`src/rtl/riscv_fetch_pkg.sv`:
```
// Shared types and constants for the instruction fetch stage.
package riscv_fetch_pkg;

    localparam int XLEN = 32;

    localparam logic [XLEN-1:0] NOP_INSTR = 32'h0000_0013;

    typedef enum logic [1:0] {
        REQ  = 2'd0,
        WAIT = 2'd1,
        HOLD = 2'd2,
        HALT = 2'd3
    } fetch_state_t;

    // Sequential fetch address; 32-bit unsigned, wraps silently.
    function automatic logic [XLEN-1:0] next_word_pc(input logic [XLEN-1:0] pc);
        return pc + 32'd4;
    endfunction

endpackage

```
`src/rtl/fetch_hold_reg.sv`:
```
// Holding register for one (pc, instruction) pair while IF/ID is stalled.
// Clear has priority over load.
module fetch_hold_reg
    import riscv_fetch_pkg::*;
(
    input  logic            clk,
    input  logic            rst_n,
    input  logic            load,
    input  logic            clear,
    input  logic [XLEN-1:0] pc_in,
    input  logic [XLEN-1:0] instr_in,
    output logic [XLEN-1:0] pc_out,
    output logic [XLEN-1:0] instr_out
);

    logic [XLEN-1:0] pc_d, pc_q;
    logic [XLEN-1:0] instr_d, instr_q;

    // Next value: clear to a bubble, capture on load, otherwise keep.
    always_comb begin
        pc_d    = pc_q;
        instr_d = instr_q;
        if (clear) begin
            pc_d    = '0;
            instr_d = NOP_INSTR;
        end else if (load) begin
            pc_d    = pc_in;
            instr_d = instr_in;
        end
    end

    // Pair storage.
    always_ff @(posedge clk or negedge rst_n) begin
        if (!rst_n) begin
            pc_q    <= '0;
            instr_q <= NOP_INSTR;
        end else begin
            pc_q    <= pc_d;
            instr_q <= instr_d;
        end
    end

    assign pc_out    = pc_q;
    assign instr_out = instr_q;

endmodule

```
`src/rtl/instruction_fetch_unit.sv`:
```
// Instruction fetch stage feeding IF/ID: owns the PC, issues one outstanding
// word request at a time, holds the fetched pair while IF/ID stalls, and
// discards stale responses after an EX redirect.
// Optional feature macro: FETCH_MISALIGN_TRAP_EN (misaligned redirect traps
// into a terminal HALT state and raises sticky fetchMisaligned).
//
// state | meaning
// ------+------------------------------------------------------------
// REQ   | request driven at pc, waiting for grant
// WAIT  | one request outstanding, waiting for response (drop => stale)
// HOLD  | response captured while IF/ID stalled, pair presented
// HALT  | misaligned redirect trap, exits only on reset
module instruction_fetch_unit
    import riscv_fetch_pkg::*;
#(
    parameter logic [31:0] RESET_PC = 32'h0000_0000
) (
    input  logic        clk,
    input  logic        rstN,
    input  logic        harzardIF_ID_Write,
    input  logic        branchTaken,
    input  logic [31:0] branchTarget,
    output logic        imemReq,
    output logic [31:0] imemAddr,
    input  logic        imemGnt,
    input  logic        imemRvalid,
    input  logic [31:0] imemRdata,
    output logic [31:0] pcOut,
    output logic [31:0] instructionOut,
    output logic        fetchValid
`ifdef FETCH_MISALIGN_TRAP_EN
    ,
    output logic        fetchMisaligned
`endif
);

    fetch_state_t    state_d, state_q;
    logic [XLEN-1:0] pc_d, pc_q;
    logic [XLEN-1:0] req_pc_d, req_pc_q;
    logic            drop_d, drop_q;
    logic            hold_load, hold_clear;
    logic [XLEN-1:0] hold_pc, hold_instr;
    logic [XLEN-1:0] target;
    logic            trap;

`ifdef FETCH_MISALIGN_TRAP_EN
    logic misaligned_d, misaligned_q;

    assign target          = branchTarget;
    assign trap            = branchTaken && (branchTarget[1:0] != 2'b00) && (state_q != HALT);
    assign misaligned_d    = misaligned_q | trap;
    assign fetchMisaligned = misaligned_q;
`else
    // Without the trap, low bits are simply ignored to keep fetches aligned.
    assign target = branchTarget & ~32'h3;
    assign trap   = 1'b0;
`endif

    fetch_hold_reg u_hold (
        .clk       (clk),
        .rst_n     (rstN),
        .load      (hold_load),
        .clear     (hold_clear),
        .pc_in     (req_pc_q),
        .instr_in  (imemRdata),
        .pc_out    (hold_pc),
        .instr_out (hold_instr)
    );

    // Next-state, register updates and outputs; redirect wins over everything.
    always_comb begin
        state_d        = state_q;
        pc_d           = pc_q;
        req_pc_d       = req_pc_q;
        drop_d         = drop_q;
        hold_load      = 1'b0;
        hold_clear     = 1'b0;
        imemReq        = 1'b0;
        imemAddr       = pc_q;
        fetchValid     = 1'b0;
        pcOut          = '0;
        instructionOut = NOP_INSTR;

        case (state_q)
            REQ: begin
                imemReq = 1'b1;
                if (branchTaken) begin
                    pc_d = target;
                    // A grant this cycle used the old address; its data is stale.
                    if (imemGnt) begin
                        req_pc_d = pc_q;
                        drop_d   = 1'b1;
                        state_d  = WAIT;
                    end
                end else if (imemGnt) begin
                    req_pc_d = pc_q;
                    pc_d     = next_word_pc(pc_q);
                    state_d  = WAIT;
                end
            end

            WAIT: begin
                if (branchTaken) begin
                    pc_d = target;
                    if (imemRvalid) begin
                        drop_d  = 1'b0;
                        state_d = REQ;
                    end else begin
                        drop_d = 1'b1;
                    end
                end else if (imemRvalid) begin
                    if (drop_q) begin
                        drop_d  = 1'b0;
                        state_d = REQ;
                    end else begin
                        fetchValid     = 1'b1;
                        pcOut          = req_pc_q;
                        instructionOut = imemRdata;
                        if (harzardIF_ID_Write) begin
                            state_d = REQ;
                        end else begin
                            hold_load = 1'b1;
                            state_d   = HOLD;
                        end
                    end
                end
            end

            HOLD: begin
                if (branchTaken) begin
                    pc_d       = target;
                    hold_clear = 1'b1;
                    state_d    = REQ;
                end else begin
                    fetchValid     = 1'b1;
                    pcOut          = hold_pc;
                    instructionOut = hold_instr;
                    if (harzardIF_ID_Write) begin
                        state_d = REQ;
                    end
                end
            end

            default: begin
                state_d = HALT;
            end
        endcase

        if (trap) begin
            state_d = HALT;
            drop_d  = 1'b0;
        end
    end

    // State and fetch bookkeeping registers.
    always_ff @(posedge clk or negedge rstN) begin
        if (!rstN) begin
            state_q  <= REQ;
            pc_q     <= RESET_PC;
            req_pc_q <= RESET_PC;
            drop_q   <= 1'b0;
        end else begin
            state_q  <= state_d;
            pc_q     <= pc_d;
            req_pc_q <= req_pc_d;
            drop_q   <= drop_d;
        end
    end

`ifdef FETCH_MISALIGN_TRAP_EN
    // Sticky misalignment flag.
    always_ff @(posedge clk or negedge rstN) begin
        if (!rstN) begin
            misaligned_q <= 1'b0;
        end else begin
            misaligned_q <= misaligned_d;
        end
    end
`endif

endmodule

```
`config.mk`:
```
export PLATFORM = sky130hd
export DESIGN_NAME = instruction_fetch_unit
export DESIGN_NICKNAME = d
export VERILOG_FILES = /design/src/rtl/riscv_fetch_pkg.sv /design/src/rtl/fetch_hold_reg.sv /design/src/rtl/instruction_fetch_unit.sv
export SDC_FILE = /design/constraint.sdc
export NUM_CORES = 1
export LEC_CHECK = 0
export ABC_AREA = 0
export CAP_MARGIN = 20
export CELL_PAD_IN_SITES_DETAIL_PLACEMENT = 1
export CELL_PAD_IN_SITES_GLOBAL_PLACEMENT = 1
export CORE_MARGIN = 1.5
export CORE_UTILIZATION = 34
export DETAILED_ROUTE_END_ITERATION = 10
export GPL_ROUTABILITY_DRIVEN = 0
export PLACE_DENSITY = 0.74
export SYNTH_ARGS = -nofsm -noshare
export SYNTH_HDL_FRONTEND = slang
export SYNTH_SLANG_ARGS = --single-unit
```
`constraint.sdc`:
```
create_clock -name clk -period 2.3 [get_ports clk]
set_input_delay 0.575 -clock clk [delete_from_list [all_inputs] [get_ports clk]]
set_output_delay 0.575 -clock clk [all_outputs]
set_load 0.01 [all_outputs]
```
== Word level (Yosys, flattened, before mapping) ==
Cells that the tools add are included.

* Output and inout port bits: 98
* Flip-flop bits (word level): 131

* Reductions and logical operators: 9
* Add/subtract/negate cells: 1
* Equality and inequality tests: 9
* Multiplexer cells: 46

{| class="wikitable"
|+ Operators by type and width
! operator !! number
|-
| 2-to-1 mux 32 bit || 15
|-
| one-hot mux 32 bit (2 select lines) || 3
|-
| adder 32 x 3 -> 32 bit, second input constant || 1
|-
| 2-to-1 mux 1 bit || 17
|-
| 2-to-1 mux 2 bit || 8
|-
| != test 3 bit, second input constant || 3
|-
| != test 2 bit, second input constant || 3
|-
| one-hot mux 2 bit (3 select lines) || 1
|-
| AND reduction 3 bit || 2
|-
| nonzero test 2 bit || 3
|-
| one-hot mux 1 bit (2 select lines) || 2
|-
| AND reduction 4 bit || 1
|-
| == test 2 x 1 -> 1 bit, second input constant || 1
|-
| == test 2 bit, second input constant || 1
|-
| zero test 2 bit || 1
|-
| != test 2 x 1 -> 1 bit, second input constant || 1
|-
| AND reduction 2 bit || 1
|-
| OR reduction 2 bit || 1
|}

== Logic depth before layout (Yosys ltp) ==
Gate-level depths: netlist (run 1).

* Word-level depth: 7
* Depth in mapped cells: 9

== Cells and area by module ==
Synthesis (run 1) repeated with hierarchy kept, for this count alone.

* Cells, all modules: 626
* Area, all modules: 6501.2 µm²

{| class="wikitable"
|+ Modules (own cells, without submodules)
! module !! area each (µm²) !! cells an instance !! instances
|-
| instruction_fetch_unit || 3872.5 || 420 || 1
|-
| fetch_hold_reg || 2628.8 || 206 || 1
|}

== Worst setup path before layout (run 1) ==
Ideal clock, no wire load.

* Kind: register to output
* From: register state_q[1]
* To: output port pcOut[1]
* Data arrival time: 1.808 ns
* Path slack: -0.083 ns
* Buffers on the path: 4
* Cell stages (with the launch flop): 9
* Data required time: 1.725 ns
* Cell sequence: dfrtp_1 inv_1 ha_1 buf_2 and3b_1 clkbuf_1 clkbuf_1 and2_1 buf_4

* Cells in the longest elaborated chain, start to end: 2

{| class="wikitable"
|+ Ends and longest elaborated chain
! item !! line !! text
|-
| start: declaration || instruction_fetch_unit.sv:37 || <nowiki>fetch_state_t state_d, state_q;</nowiki>
|-
| start signal: assignment || instruction_fetch_unit.sv:163 || <nowiki>state_q <= state_d;</nowiki>
|-
| == test 2 bit / == test 2 x 1 -> 1 bit (equally long branches) || instruction_fetch_unit.sv:84 || <nowiki>case (state_q)</nowiki>
|-
| one-hot mux 32 bit (2 select lines) * || instruction_fetch_unit.sv:84 ||
|-
| end: declaration || instruction_fetch_unit.sv:28 || <nowiki>output logic [31:0] pcOut,</nowiki>
|}

Mark *: on every way between the ends. The rest lies on a longest branch, timed or not.

== Worst setup path in the final report (run 1) ==
* From: register state_q[0]
* To: output port pcOut[19]

The elaborated chain is that of the path after synthesis.

==> flow_summary.yaml, run 1 <==
outcome:
  status: "finished, violations left"
  violations: "negative setup slack"
global_routing:
  grt_pass1_wl_um: 35300
  grt_max_degree: 127
  grt_pass1_vias: 6199
  antenna_found_initial: 0
  grt_overflow: 0
  grt_use_total: 0.248
clock_tree:
  cts_root_buf: "clkbuf_16"
  clkLatencyLatePin_ns: 0.42
  cts_buffer_depth: 2
  cts_htree_levels: 4
  postCtsHoldBufs: 0
  cts_tree: "built"
  cts_made_buffers: 17
  clkTransAtPathRegs_ns: 0.06
  clock_sinks: 126
timing:
  hold_slack_ns: 0.242
  maxSlewHeadroom: 0.541
  fin_crit_ns: 2.63
  rsz0062_at_grt: "yes"
  final.setup_skew_ns: 0.0122
  tns_ns: -17.74
  fin_ws_ns: -0.331
  finalHoldViolCount: 0
  period_share: 1.14
  setup_viol_count_final: 65
  drv_slew: 0
  timing.fmax_mhz: 380
  worst_pin_slew_ns: 0.689
flow_run:
  timing.max_cap.violations: 0
place:
  place.detailed.instances: 985
  dp_hpwl_um: 14600
  port_buffers: 163
  placed_area_um2: 8620
synth:
  netlist.area_leader.share: 0.498
  synthAdderAreaFrac: 0.0101
  synth_top_family_by_area: "compound AO/OA/AOI/OAI gates"
  synth_compound_area_frac: 0.267
  ys_types: 51
  synthFlopType: "dfrtp_1"
  synth.top_cells.by_count: "dfrtp_1 (123), a22o_1 (117), clkbuf_1 (37)"
  yosysWarnings: 0
  synth_edf_count: 0
  synth-seq-area-share: 0.511
  synth_seq_cells: 126
  yosysMostFrequentCell: "dfrtp_1"
  synthSimpleGateAreaFrac: 0.109
  avgSynthCellArea_um2: 10.9
  syn-instance-count: 567
  synth-xor-area-share: 0
  yosys-top-cells-area: "dfrtp_1 (50%), a22o_1 (17%), mux2_2 (5.5%)"
  syn_area_um2: 6180
  async_flop_share: 1.00
  synth.largest_area_cell: "dfrtp_1"
  synth_mux_area_frac: 0.0628
floorplan:
  ioPinCount: 168
  dieWidth_um: 138
  dieArea_um2: 19000
  initial_core_util: 0.345
  core-area_um2: 17900
  num_rows: 49
  die_h_um: 138
route:
  drc_errors: 0
  dr.pass1.iters: 4
  vias_per_cell: 5.71
  ant_nets: 0
  wl_per_cell_um: 22.5
  vias: 5898
  drt_wl_total_um: 23200
  first_iter_violations: 351
worst_setup_path:
  rr_startpoint: "state_q[0]$_DFFE_PN0P_"
  crit_arrival_ns: 2.06
  critPathCaptureType: "output port"
  r2r_setup_slack_ns: 0.09
  reg2reg_depth: 7
  cp.required_ns: 1.73
  crit_type: "reg2out"
  crit_path_start: "state_q[0]$_DFFE_PN0P_"
  critPathMaxFanout: 7
  r2r-end: "imemAddr[31]$_DFFE_PN0P_"
  cp-start-kind: "flip-flop"
final_layout:
  area_growth_pct: 52.6
  layout-drive-gt1-share: 0.303
  design_area_um2: 9430
  layout.nets: 866
  fin_cells: 1033
  diodes: 0
pwr:
  p_per_area_nw_per_um2: 1360
  irDropWorstVdd_v: 0.000625
  p_leak_nw: 4.27
min_path:
  min_path_type: "in2async"
how the worst max path moves through the flow:
stage                                    end
final                              pcOut[19]
after CTS                          pcOut[19]
after detailed placement           pcOut[19]
after global routing               pcOut[19]
after global placement             pcOut[31]
after floorplan           instructionOut[10]
cells by family after synthesis:
kind of cell,count (synthesis)
AOI/OAI and AO/OA,219
adders and majority gates,5
buffers and inverters,58
DFF,126
muxes,35
other,1
and+or+nand+nor,123
timing repair:
item | CTS | global route
gates cloned | 9 | 1
resized for setup | 295 | 14
pin swaps | 26 | 34
hold endpoints to repair | 0 | 0
endpoints found under the setup margin | 66 | 66
setup buffers | 5 | 1
stage by stage:
stage / power [W] / worst slack (ns) / utilization
floorplan: 0.00673 / -0.0591 / -
global placement: 0.00931 / -0.778 / 0.482
detailed placement: 0.00960 / -0.808 / 0.482
CTS: 0.0128 / -0.342 / 0.523
global route: 0.0135 / -0.395 / 0.527
finish: 0.0128 / -0.331 / 0.527
layer usage:
metal	routed length (um)	GRT usage
met5	0	0
met2	11300	0.408
met1	10000	0.332
met4	363	0.0648
met3	1500	0.0563
cells in the final DEF, fill, tap and decap left out, drive strengths merged, types with 2 or more instances in the layout:
cell / instances
bufinv: 4
nand3: 9
a22o: 117
clkbuf: 23
o22ai: 12
nand2: 35
a211oi: 5
o21ai: 23
dfstp: 3
and3: 8
nor3: 9
nand4: 13
conb: 2
dfrtp: 123
a31oi: 3
or2: 4
o31ai: 2
a21oi: 36
a311oi: 6
a2bb2oi: 4
nor2b: 2
o22a: 4
clkdlybuf4s50: 95
ha: 5
mux2: 30
and2: 2
inv: 7
and4: 3
mux2i: 5
nor2: 22
or3: 8
buf: 156
clkinvlp: 2
clkinv: 4
nor4: 4
sequential cells by signal (all words and copies together), names as in the netlist:
name and flops:
u_hold.instr_out 32, imemAddr 30, drop_q 1, state_q 2, req_pc_q 30, u_hold.pc_out 31
critical path, stage by stage, from the launching register on:
cell and delay (ns):
dfrtp_1 0.40, inv_2 0.11, ha_4 0.23, and3b_2 0.22, buf_12 0.16, buf_12 0.14, a22o_1 0.23, buf_2 0.15
power breakdown:
part / internal [W] / total (W) / switching, W
combinational: 0.00294 / 0.00571 / 0.00278
sequential: 0.00322 / 0.00425 / 0.00103
clock: 0.00184 / 0.00283 / 0.000990
final cells by class:
type,instances,area [um^2]
clock buffer,22,454
sequential,126,3160
inverter,7,26.3
timing repair buffer,255,2470
tap,229,287
fill,1903,8470
multi-input combinational,384,2880
clock inverter,10,163
(Power assumes the default switching activity.)
==> inputs of run 2 (changes only) <==
Settings changed: SETUP_SLACK_MARGIN set to 0.1.
==> flow_summary.yaml, run 2 (same netlist as run 1, synthesis figures left out) <==
route:
  first_iter_violations: 360
  wl_per_cell_um: 21.8
  dr.pass1.iters: 5
  vias_per_cell: 5.70
  ant_nets: 0
  vias: 5833
  drt_wl_total_um: 22300
  drc_errors: 0
timing:
  fin_crit_ns: 2.68
  timing.fmax_mhz: 374
  fin_ws_ns: -0.377
  period_share: 1.16
  rsz0062_at_grt: "yes"
  finalHoldViolCount: 0
  final.setup_skew_ns: 0.00434
  setup_viol_count_final: 65
  hold_slack_ns: 0.128
  drv_slew: 0
floorplan:
  dieArea_um2: 19000
  die_h_um: 138
  initial_core_util: 0.345
  dieWidth_um: 138
  num_rows: 49
  core-area_um2: 17900
  ioPinCount: 168
global_routing:
  grt_max_degree: 50
  grt_pass1_wl_um: 34700
  grt_use_total: 0.242
  antenna_found_initial: 0
  grt_overflow: 0
  grt_pass1_vias: 6237
worst_setup_path:
  cp-start-kind: "flip-flop"
  rr_startpoint: "state_q[0]$_DFFE_PN0P_"
  crit_arrival_ns: 2.10
  crit_type: "reg2out"
  crit_path_start: "state_q[0]$_DFFE_PN0P_"
  critPathMaxFanout: 7
  critPathCaptureType: "output port"
  reg2reg_depth: 7
  r2r-end: "imemAddr[31]$_DFFE_PN0P_"
  cp.required_ns: 1.73
  r2r_setup_slack_ns: 0.20
final_layout:
  layout-drive-gt1-share: 0.294
  n_fill_cell: 1947
  mostFrequentLayoutCells: "dfrtp_1 (123), a22o_1 (117), clkdlybuf4s50_1 (95), buf_2 (61), buf_4 (59)"
  layout.nets: 858
  largest_reg_flops: 32
  mostFrequentLayoutCell: "dfrtp_1"
  fin_util: 0.512
  register_area_um2: 3160
  area_growth_pct: 48.3
  multi_input_area_um2: 2880
  diodes: 0
clock_tree:
  clkTransAtPathRegs_ns: 0.06
  cts_buffer_depth: 2
  cts_htree_levels: 4
  postCtsHoldBufs: 0
  cts_tree: "built"
  cts_root_buf: "clkbuf_16"
  clkLatencyLatePin_ns: 0.42
  clock_sinks: 126
  cts_made_buffers: 17
outcome:
  violations: "negative setup slack"
  status: "finished, violations left"
flow_run:
  timing.max_cap.violations: 0
pwr:
  p_leak_nw: 4.17
  irDropWorstVdd_v: 0.000628
  p_per_area_nw_per_um2: 1360
min_path:
  min_path_type: "in2async"
place:
  port_buffers: 163
  dp_hpwl_um: 15200
==> run 2: changes by cell type in the layout (fill, tap and decap cells not counted), moves of 2 or more <==
cell,before,now
buf_2,52,61
buf_4,63,59
clkinv_4,2,0
nand2_2,2,0
nand2_4,0,2
buf_16,9,5
buf_6,18,7
bufinv_16,4,1
clkinv_2,2,6
buf_12,13,18
==> run 2: critical path: stages (launching register included) <==
cell and delay (ns):
dfrtp_1 0.38, inv_2 0.09, ha_4 0.22, and3b_2 0.24
buf_12 0.14, buf_12 0.13, buf_16 0.13, or2_4 0.23
buf_6 0.12
==> run 2: power breakdown <==
part	switching (W)	internal, W
logic	0.00277	0.00299
registers	0.00105	0.00322
clock network	0.000949	0.00149
total	0.00477	0.00770
==> run 2: how the worst max path moves through the flow <==
| stage | end | slack [ns] | cells past startpoint |
|---|---|---|---|
| final | fetchValid | -0.38 | 8 |
| after global routing | pcOut[19] | -0.45 | 8 |
| after CTS | fetchValid | -0.40 | 9 |
| after detailed placement | instructionOut[17] | -0.71 | 6 |
| after global placement | instructionOut[17] | -0.69 | 6 |
| after floorplan | pcOut[1] | 0.07 | 8 |
==> run 2: final cells by class <==
cell class | instances | area share
clock buffers | 23 | 0.0499
inverters | 7 | 0.00287
multi-input cells | 384 | 0.314
well taps | 229 | 0.0313
clock inverters | 8 | 0.00737
repair buffers | 247 | 0.250
flip-flops and latches | 126 | 0.344
==> run 2: timing repair <==
item,in CTS,in global routing
setup endpoints to repair,68,69
buffers inserted,9,5
cloned,5,0
pin swaps,9,7
gates resized for setup,286,5
==> run 2: stage by stage <==
step | instances | power (W) | instance area (um^2) | setup WS, ns | setup TNS, ns
CTS | 1019 | 0.0123 | 9080 | -0.399 | -20.99
detailed placement | 974 | 0.00948 | 8560 | -0.715 | -47.18
global route | 1024 | 0.0132 | 9170 | -0.450 | -24.33
finish | 1024 | 0.0125 | 9170 | -0.377 | -19.51
floorplan | 568 | 0.00674 | 6220 | 0.0744 | 0
global placement | 974 | 0.00918 | 8560 | -0.690 | -42.44
==> run 2: metal layers <==
layer,track usage,vias to the layer above,routed length (um)
li1,-,2616,-
met1,0.318,2980,9940
met2,0.401,208,10800
met3,0.0438,29,1200
met4,0.0874,0,399
met5,0,-,0
==> inputs of run 3 (changes only) <==
Settings changed: ABC_AREA 0 to not set, SKIP_LAST_GASP set to 1.
==> flow_summary.yaml, run 3 (same netlist as run 1, synthesis figures left out) <==
outcome:
  status: "finished, violations left"
  violations: "negative setup slack"
clock_tree:
  postCtsHoldBufs: 0
  cts_buffer_depth: 2
  cts_tree: "built"
  cts_made_buffers: 17
  clock_sinks: 126
  clkLatencyLatePin_ns: 0.42
  cts_htree_levels: 4
  clkTransAtPathRegs_ns: 0.05
  cts_root_buf: "clkbuf_16"
worst_setup_path:
  cp-start-kind: "flip-flop"
  cp_slowest_cell: "dfrtp_1"
  critPathCaptureType: "output port"
  worstPathCellList: "inv_2 > ha_4 > and3b_2 > buf_12 > buf_12 > buf_16 > or2_4 > buf_6"
  reg2reg_depth: 7
  cp.required_ns: 1.73
  critPathMaxFanout: 7
  cp_slowest_stage_delay_ns: 0.38
  cp_top_family: "buffers and inverters"
  crit_type: "reg2out"
  crit_top_cell: "buf_12"
  path_depth: 8
  cp.buffers_inverters: 5
  crit_arrival_ns: 2.10
route:
  vias: 5827
  wl_per_cell_um: 22.1
  vias_per_cell: 5.68
  dr.pass1.iters: 4
  drt_wl_total_um: 22700
  drc_errors: 0
  ant_nets: 0
  first_iter_violations: 349
final_layout:
  mostFrequentLayoutCells: "dfrtp_1 (123), a22o_1 (117), clkdlybuf4s50_1 (95), buf_2 (62), buf_4 (56)"
  largest_reg_flops: 32
  diodes: 0
  mostFrequentLayoutCell: "dfrtp_1"
  layout-drive-gt1-share: 0.296
  layout.nets: 860
  n_fill_cell: 1939
  area_growth_pct: 49.3
floorplan:
  initial_core_util: 0.345
  dieWidth_um: 138
  num_rows: 49
  die_h_um: 138
  dieArea_um2: 19000
  core-area_um2: 17900
  ioPinCount: 168
timing:
  setup_viol_count_final: 65
  fin_crit_ns: 2.67
  finalHoldViolCount: 0
  fin_ws_ns: -0.372
  drv_slew: 0
  timing.fmax_mhz: 374
  final.setup_skew_ns: 0.00410
  tns_ns: -19.92
  period_share: 1.16
  rsz0062_at_grt: "yes"
pwr:
  power.switching_w: 0.00483
  intPower_w: 0.00776
  comb_power_share: 0.466
  finalPower_w: 0.0126
  p_per_area_nw_per_um2: 1360
  irDropWorstVdd_v: 0.000627
  pwr-share-clk: 0.194
  netSwitchingFraction: 0.383
  seqPwrFrac: 0.339
  p_leak_nw: 4.19
global_routing:
  grt_pass1_wl_um: 34700
  grt_use_total: 0.242
  grt_overflow: 0
  grt_max_degree: 50
  grt_pass1_vias: 6237
  antenna_found_initial: 0
flow_run:
  timing.max_cap.violations: 0
min_path:
  min_path_type: "in2async"
place:
  place_ws_ns: -0.715
  port_buffers: 163
  dp_hpwl_um: 15200
-- run 3: changes by cell type in the layout (fill, tap and decap cells not counted) --
cell	previous run	this run
buf_2	61	62
buf_4	59	56
buf_6	7	10
clkbuf_16	17	18
ha_2	2	0
ha_4	2	4
-- run 3: what timing repair did --
action	4_1_cts	5_1_grt
endpoints found under the hold margin	0	0
cloned	5	1
pin swaps	9	9
gates resized for setup	285	12
buffers inserted	9	7
endpoints found under the setup margin	68	69
-- run 3: layout make-up --
cell class	count	area, um^2	area share
repair buffers	249	2330	0.253
flip-flops and latches	126	3160	0.342
clock inverters	8	67.6	0.00732
inverters	7	26.3	0.00285
multi-input cells	384	2900	0.314
well taps	229	287	0.0310
clock buffers	23	458	0.0496
-- run 3: final timing paths --
| check | start | end | slack [ns] |
|---|---|---|---|
| worst max-delay path | state_q[0]$_DFFE_PN0P_ | fetchValid | -0.37 |
| worst min-delay path | rstN | req_pc_q[9]$_DFFE_PN0P_ | 0.12 |
| worst max register to register | state_q[0]$_DFFE_PN0P_ | imemAddr[31]$_DFFE_PN0P_ | 0.19 |
| worst min register to register | u_hold.instr_out[15]$_DFFE_PN0P_ | u_hold.instr_out[15]$_DFFE_PN0P_ | 0.50 |
| max in group asynchronous | rstN | u_hold.instr_out[1]$_DFFE_PN1P_ | 1.50 |
| min in group clk | u_hold.instr_out[15]$_DFFE_PN0P_ | u_hold.instr_out[15]$_DFFE_PN0P_ | 0.50 |
-- run 3: through the flow --
stage | std cells | hold slack [ns] | utilization | area (um^2)
floorplan | 568 | 0.279 | - | 6220
global placement | 974 | 0.484 | 0.478 | 8560
detailed placement | 974 | 0.482 | 0.478 | 8560
CTS | 1019 | 0.113 | 0.508 | 9090
global route | 1026 | 0.127 | 0.516 | 9230
finish | 1026 | 0.122 | 0.516 | 9230
-- run 3: power by group through the flow --
stage | Clock [W] | Combinational, W | Sequential, W
global placement | 0 | 0.00498 | 0.00421
detailed placement | 0 | 0.00522 | 0.00426
global route | 0.00260 | 0.00632 | 0.00440
finish | 0.00245 | 0.00587 | 0.00427
floorplan | 0 | 0.00272 | 0.00402
CTS | 0.00250 | 0.00557 | 0.00425
-- run 3: worst reg2reg max path: cells and delay by family, from the launching register on --
kind | cells | cell delay, ns
and+or+nand+nor | 2 | 0.57
DFF | 1 | 0.38
AOI/OAI and AO/OA | 1 | 0.35
buffers and inverters | 2 | 0.28
muxes | 1 | 0.27
adders and majority gates | 1 | 0.18
-- run 3: metal layers --
layer | part of all wire | GRT usage
met2 | 0.48 | 0.401
met4 | 0.020 | 0.0874
met5 | 0 | 0
met3 | 0.054 | 0.0438
met1 | 0.44 | 0.318
